## config.mk

```make
export PLATFORM = sky130hd
export DESIGN_NAME = alu_seq_unit
export DESIGN_NICKNAME = d
export VERILOG_FILES = /design/src/rtl/alu_pkg.sv /design/src/rtl/alu_op_decode.sv /design/src/rtl/alu_seq_unit.sv
export SDC_FILE = /design/constraint.sdc
export NUM_CORES = 1
export LEC_CHECK = 0
export ABC_AREA = 1
export CAP_MARGIN = 20
export CORE_ASPECT_RATIO = 0.75
export CORE_UTILIZATION = 60
export DETAILED_ROUTE_END_ITERATION = 10
export PLACE_DENSITY = 0.83
export SYNTH_ARGS = -nofsm -noshare
export SYNTH_HDL_FRONTEND = slang
export SYNTH_SLANG_ARGS = --single-unit
```

## constraint.sdc

```tcl
create_clock -name clk -period 3.9 [get_ports clk]
set_input_delay 1.17 -clock clk [delete_from_list [all_inputs] [get_ports clk]]
set_output_delay 1.17 -clock clk [all_outputs]
set_load 0.02 [all_outputs]
```

## src/rtl/alu_pkg.sv

```systemverilog
// alu_pkg: shared constants and types for the sequential ALU stage.
//   - 3-bit ALU operation codes (funct3 encoding)
//   - FSM state codes
//   - branch funct3[2:1] group codes
//   - decoded-operation payload struct and shift-op helper
package alu_pkg;

    localparam logic [2:0] ALU_ADD  = 3'b000;
    localparam logic [2:0] ALU_SLL  = 3'b001;
    localparam logic [2:0] ALU_SLT  = 3'b010;
    localparam logic [2:0] ALU_SLTU = 3'b011;
    localparam logic [2:0] ALU_XOR  = 3'b100;
    localparam logic [2:0] ALU_SR   = 3'b101;
    localparam logic [2:0] ALU_OR   = 3'b110;
    localparam logic [2:0] ALU_AND  = 3'b111;

    localparam logic [0:0] IDLE  = 1'b0;
    localparam logic [0:0] SHIFT = 1'b1;

    // Branch class from funct3[2:1]
    localparam logic [1:0] BR_EQ_NE   = 2'b00;
    localparam logic [1:0] BR_RSVD    = 2'b01;
    localparam logic [1:0] BR_LT_GE   = 2'b10;
    localparam logic [1:0] BR_LTU_GEU = 2'b11;

    typedef struct packed {
        logic [2:0] opr;
        logic       sub;
    } alu_dec_t;

    function automatic logic is_shift_op(input logic [2:0] opr);
        return (opr == ALU_SLL) || (opr == ALU_SR);
    endfunction

endpackage

```

## src/rtl/alu_op_decode.sv

```systemverilog
// alu_op_decode: combinational ALU operation decode from instruction fields.
// Ports:
//   alu_control  in   R / computational-I instruction (op = funct3)
//   ir_type      in   0 = R-type, 1 = I-type
//   branch_en    in   branch instruction
//   is_uncond    in   unconditional jump
//   funct7       in   instruction bit 30
//   funct3       in   instruction funct3
//   dec_c        out  decoded {opr, sub} (combinational)
module alu_op_decode
    import alu_pkg::*;
(
    input  logic       alu_control,
    input  logic       ir_type,
    input  logic       branch_en,
    input  logic       is_uncond,
    input  logic       funct7,
    input  logic [2:0] funct3,
    output alu_dec_t   dec_c
);

    // Compute ops take priority over branch decode; everything else is a plain ADD.
    always_comb begin
        dec_c.opr = ALU_ADD;
        dec_c.sub = 1'b0;
        if (alu_control) begin
            dec_c.opr = funct3;
            // Immediate ADD has no SUB form; bit 30 of ADDI is immediate data
            if (((funct3 == ALU_ADD) && !ir_type) || (funct3 == ALU_SR)) begin
                dec_c.sub = funct7;
            end
        end else if (branch_en && !is_uncond) begin
            case (funct3[2:1])
                BR_EQ_NE:   dec_c.sub = 1'b1;
                BR_LT_GE:   dec_c.opr = ALU_SLT;
                BR_LTU_GEU: dec_c.opr = ALU_SLTU;
                default:    dec_c.opr = ALU_ADD;
            endcase
        end
    end

endmodule

```

## src/rtl/alu_seq_unit.sv

```systemverilog
// alu_seq_unit: handshaked ALU execute stage with an iterative shifter.
// Single-cycle logic/arithmetic ops; shifts advance SHIFT_STEP bits per cycle.
// Ports:
//   clk, reset              clock, synchronous active-high reset
//   in_valid / in_ready     operation handshake
//   alu_control, ir_type, branch_en, is_uncond, funct7, funct3  instruction fields
//   opa, opb                operands (shift amount = opb[SHW-1:0])
//   out_valid / out_ready   result handshake
//   result, zero            registered result and result==0 flag
//   alu_opr, sub_or_sra     decoded op of the held result
module alu_seq_unit
    import alu_pkg::*;
#(
    parameter int unsigned XLEN       = 32,
    parameter int unsigned SHIFT_STEP = 4
) (
    input  logic            clk,
    input  logic            reset,
    input  logic            in_valid,
    output logic            in_ready,
    input  logic            alu_control,
    input  logic            ir_type,
    input  logic            branch_en,
    input  logic            is_uncond,
    input  logic            funct7,
    input  logic [2:0]      funct3,
    input  logic [XLEN-1:0] opa,
    input  logic [XLEN-1:0] opb,
    output logic            out_valid,
    input  logic            out_ready,
    output logic [XLEN-1:0] result,
    output logic            zero,
    output logic [2:0]      alu_opr,
    output logic            sub_or_sra
);

    localparam int unsigned SHW    = $clog2(XLEN);
    localparam int unsigned STEP_W = SHW + 1;

    logic [0:0]      state_q,     state_d;
    logic            out_valid_q, out_valid_d;
    logic [XLEN-1:0] result_q,    result_d;
    logic            zero_q,      zero_d;
    logic [2:0]      opr_q,       opr_d;
    logic            sub_q,       sub_d;
    logic [SHW-1:0]  rem_q,       rem_d;
    logic [XLEN-1:0] shv_q,       shv_d;

    alu_dec_t        dec_c;
    logic [SHW-1:0]  shamt_c;
    logic [XLEN-1:0] alu_c;
    logic [SHW-1:0]  step_c;
    logic [XLEN-1:0] shifted_c;
    logic            accept_c;

    alu_op_decode u_dec (
        .alu_control (alu_control),
        .ir_type     (ir_type),
        .branch_en   (branch_en),
        .is_uncond   (is_uncond),
        .funct7      (funct7),
        .funct3      (funct3),
        .dec_c       (dec_c)
    );

    assign shamt_c  = opb[SHW-1:0];
    assign in_ready = (state_q == IDLE) && (!out_valid_q || out_ready);
    assign accept_c = in_valid && in_ready;

    // Single-cycle result; a shift only reaches here with amount 0, so it passes opa through.
    always_comb begin
        alu_c = opa;
        case (dec_c.opr)
            ALU_ADD:  alu_c = dec_c.sub ? (opa - opb) : (opa + opb);
            ALU_SLT:  alu_c = XLEN'($signed(opa) < $signed(opb));
            ALU_SLTU: alu_c = XLEN'(opa < opb);
            ALU_XOR:  alu_c = opa ^ opb;
            ALU_OR:   alu_c = opa | opb;
            ALU_AND:  alu_c = opa & opb;
            default:  alu_c = opa;
        endcase
    end

    // One shifter iteration: min(SHIFT_STEP, remaining) bits in the latched direction.
    always_comb begin
        step_c = rem_q;
        if ({1'b0, rem_q} > STEP_W'(SHIFT_STEP)) begin
            step_c = SHW'(SHIFT_STEP);
        end
        shifted_c = shv_q >> step_c;
        if (opr_q == ALU_SLL) begin
            shifted_c = shv_q << step_c;
        end else if (sub_q) begin
            shifted_c = XLEN'($signed(shv_q) >>> step_c);
        end
    end

    // Next-state and datapath control.
    always_comb begin
        state_d     = state_q;
        out_valid_d = out_valid_q;
        result_d    = result_q;
        opr_d       = opr_q;
        sub_d       = sub_q;
        rem_d       = rem_q;
        shv_d       = shv_q;

        if (out_valid_q && out_ready) begin
            out_valid_d = 1'b0;
        end

        case (state_q)
            IDLE: begin
                if (accept_c) begin
                    opr_d = dec_c.opr;
                    sub_d = dec_c.sub;
                    if (is_shift_op(dec_c.opr) && (shamt_c != '0)) begin
                        shv_d   = opa;
                        rem_d   = shamt_c;
                        state_d = SHIFT;
                    end else begin
                        result_d    = alu_c;
                        out_valid_d = 1'b1;
                    end
                end
            end
            SHIFT: begin
                shv_d = shifted_c;
                rem_d = rem_q - step_c;
                if (rem_q == step_c) begin
                    result_d    = shifted_c;
                    out_valid_d = 1'b1;
                    state_d     = IDLE;
                end
            end
            default: state_d = IDLE;
        endcase

        zero_d = (result_d == '0);
    end

    // State register; reset aborts any shift in flight.
    always_ff @(posedge clk) begin
        if (reset) begin
            state_q     <= IDLE;
            out_valid_q <= 1'b0;
            result_q    <= '0;
            zero_q      <= 1'b1;
            opr_q       <= ALU_ADD;
            sub_q       <= 1'b0;
            rem_q       <= '0;
            shv_q       <= '0;
        end else begin
            state_q     <= state_d;
            out_valid_q <= out_valid_d;
            result_q    <= result_d;
            zero_q      <= zero_d;
            opr_q       <= opr_d;
            sub_q       <= sub_d;
            rem_q       <= rem_d;
            shv_q       <= shv_d;
        end
    end

    assign out_valid  = out_valid_q;
    assign result     = result_q;
    assign zero       = zero_q;
    assign alu_opr    = opr_q;
    assign sub_or_sra = sub_q;

endmodule

```

==> impl_results.md <==
* Initial antenna violation count at 1
* Most common cell after layout, fill and taps aside: nand2_1
* Root buffer cell: clkbuf_16
* Final GP Congestion at 1.104
* Synth-to-layout area growth at 37.46%
* # rows at 45
* Final wirelength at 57,630 um
* CP Data Required Time at 4.17 ns
* FMAX at 259.3 MHz
* Chip height at 126.8 um
* LEAKAGE at 8.936 nW
* Design Power at 4.134 mW
* Crit-path cells: clkdlybuf4s50_1 -> inv_2 -> ha_4 -> buf_4 -> nor2_2 -> nand2_1 -> inv_1 -> nand2_1 -> nand2_2 -> nand2_1 -> nand2_1 -> nand2_1 -> nand3_1 -> a21oi_1 -> nor2_1 -> nand3_1 -> nor2_2 -> nand2_1 -> nor2_2 -> nand3_1 -> nor2_1 -> nand2_1 -> nand2_1
* Clock skew at 0.01138 ns
* Dpl cells at 2,922
* Largest net degree at the start of global routing at 40
* Post-Synthesis Cells at 2,357
* Number of synthesized flops with an enable pin at 0
* Syn nets at 2,532
* CP most frequent cell: nand2_1
* Post-route setup TNS at 0 ns
* Slew margin rel. at 53.33%
* Fin crit share at 98.89%
* CTS tree: yes
* Remaining DRCs at 0
* CP endpoint kind: flip-flop
* 1st-iter DRT viols at 3,143
* Primary FF master, synth: dfxtp_1
* Setup violators final at 0
* Die Wd at 168.4 um
* Nets at 2,856
* Area of the core at 20,270 um^2
* Library cells used by synthesis at 56
* Layout cells sized above 1 at 21.44%
* Vias in the first global route at 16,163
* WHS at 0.5135 ns
* Clk Latency, worst-skew pair at 0.34 ns
* Pwr per Cell Area at 241.4 nW/um^2
* Final-report max-slew violation count at 0
* DIE AREA at 21,350 um^2
* CTS Buf Count at 9
* Async SR Flop Fraction at 0%
* CP max stage delay at 0.52 ns
* Worst VDD drop at 0.2445 mV
* Grt total ovfl at 0
* Status: finished clean
* Hold/Removal Path Class: reg -> reg
* Maximum capacitance violations at 0
* Avg Cell Area, Syn at 5.285 um^2
* Total GRT Usage at 49.05%
* Yosys warnings at 0
* Drt wl/cell at 19.57 um
* Global-route wire length before repair at 83,120 um
* Drt pass-1 iters at 7
* Area of the mapped netlist at 12,460 um^2
* Vias at 18,401
* FF+latch count, synth at 76
* CTS Buffer Depth at 2
* Clk pin slew, worst setup/hold paths at 0.07 ns
* Critical-path top delay cell: clkdlybuf4s50_1
* Most frequent cells in the layout: nand2_1 (776), inv_1 (315), buf_4 (303), nand3_1 (233), nor2_1 (146)
* Post-route ant nets at 0
* CTS sink count at 76
* Endpoints failing hold at 0
* Final core utilization at 84.48%
* # IOs at 115
* Vias/cell at 6.248
* CP Class: in -> reg
* # port buffers at 114
* Layout Cells excl Fill at 2,945
* CTS H-tree depth at 3
* Least-Margin Pin Slew at 0.6937 ns
* Post-DP HPWL at 42,590 um
* Sequential element share of the synthesized area at 12.21%
* Peak fanout along the critical path at 4
* Starting density of the core at 61.46%
* Arrival time at the worst endpoint at 4.13 ns
* Setup crit start kind: primary input
* Minimum clock period at 3.857 ns
[worst paths after layout]
kind / from / to / slack, ns / cells after the start
worst max register to register: rem_q[2]$_SDFFE_PP0P_ / zero$_SDFF_PP1_ / 0.63 / 17
worst min register to register: rem_q[2]$_SDFFE_PP0P_ / rem_q[2]$_SDFFE_PP0P_ / 0.51 / 2
worst min-delay path: rem_q[2]$_SDFFE_PP0P_ / rem_q[2]$_SDFFE_PP0P_ / 0.51 / 2
worst max-delay path: opb[5] / zero$_SDFF_PP1_ / 0.04 / 23
[power by group]
group          internal, mW  switching (mW)  total [mW]
sequential            0.820          0.0490       0.869
combinational         0.897            1.36        2.26
clock                 0.660           0.343        1.00
[metrics by stage]
stage / setup WS, ns / cell area (um^2)
floorplan: 0.6560 / 12460
global placement: -0.3761 / 15700
detailed placement: -0.4069 / 15700
CTS: 0.01593 / 16090
global route: -0.1032 / 17120
finish: 0.04347 / 17120
[critical path, delay by kind of cell]
family / cells / cell delay [ns]
buffers and inverters: 4 / 0.83
adder cells (fa/ha/maj): 1 / 0.22
AO/OA/AOI/OAI: 1 / 0.12
AND/OR/NAND/NOR: 17 / 1.79
[repair_timing]
action,in CTS,in global routing
endpoints found under the setup margin,1,7
setup buffers,0,6
endpoints found under the hold margin,0,0
pin swaps,0,41
hold buffers,0,0
gates cloned,0,0
gates resized for setup,14,268
[cell families (layout without fill, tap and decap cells)]
family	after synthesis	count (layout)	share of synthesized area, %
multiplexers	2	2	0.1607
AND/OR/NAND/NOR	1352	1352	45.13
other	1	2	0.03010
flip-flops	76	76	12.21
adder cells (fa/ha/maj)	99	99	10.06
AO/OA/AOI/OAI	367	367	17.25
XOR/XNOR	5	5	0.3515
buffers and inverters	455	784	14.81
[metal layers]
metal | up-vias | part of all wire (%) | global-route usage [%]
li1 | 8202 | - | -
met1 | 8049 | 37 | 64.90
met2 | 1742 | 41 | 74.10
met3 | 408 | 16 | 12.01
met4 | 0 | 6.9 | 24.39
met5 | - | 0 | 0
[cells in the mapped netlist (2+ instances only)]
cell type / count / area share [%]
a211oi_1: 15 / 0.90
o21ai_2: 4 / 0.28
buf_2: 33 / 1.3
a221oi_1: 13 / 0.91
and2_1: 4 / 0.20
inv_1: 333 / 10
a21boi_0: 2 / 0.12
nor3_1: 18 / 0.72
a21boi_1: 2 / 0.12
o21bai_1: 9 / 0.54
fa_1: 2 / 0.32
a31oi_1: 25 / 1.3
clkinv_1: 3 / 0.090
nor3_2: 3 / 0.24
nor2_1: 194 / 5.8
nor4_1: 2 / 0.10
nand3_2: 2 / 0.16
buf_6: 7 / 0.63
clkbuf_1: 55 / 1.7
o21a_1: 5 / 0.30
buf_4: 8 / 0.48
o21ai_1: 17 / 0.68
nand2_1: 830 / 25
nand2_2: 11 / 0.55
inv_2: 7 / 0.21
xor2_1: 4 / 0.28
nor2_2: 3 / 0.15
o211ai_1: 13 / 0.78
buf_1: 7 / 0.21
dfxtp_1: 76 / 12
nand3_1: 252 / 10
a21oi_1: 141 / 5.7
o21ai_0: 72 / 2.9
ha_1: 97 / 9.7
nand3b_1: 3 / 0.18
mux2i_1: 2 / 0.16
o221ai_1: 3 / 0.21
a22oi_1: 10 / 0.60
a21oi_2: 2 / 0.14
nand4_1: 22 / 1.1
or2_2: 3 / 0.15
o22ai_1: 29 / 1.5
[registers in the layout, indices dropped and copies added (netlist names)]
name / flops
alu_opr: 3
out_valid: 1
rem_q: 5
result: 32
shv_q: 32
state_q: 1
sub_or_sra: 1
zero: 1
[area by class of cell]
class                   instances  area, um^2
inverters                     343        1287
clock inverters                 4       95.09
fillers                      1370        3146
well taps                     258       322.8
flip-flops and latches         76        1521
multi-input cells            1826       10070
diodes                          1       2.502
clock buffers                  12       256.5
repair buffers                425        3568
(Power assumes the default switching activity.)
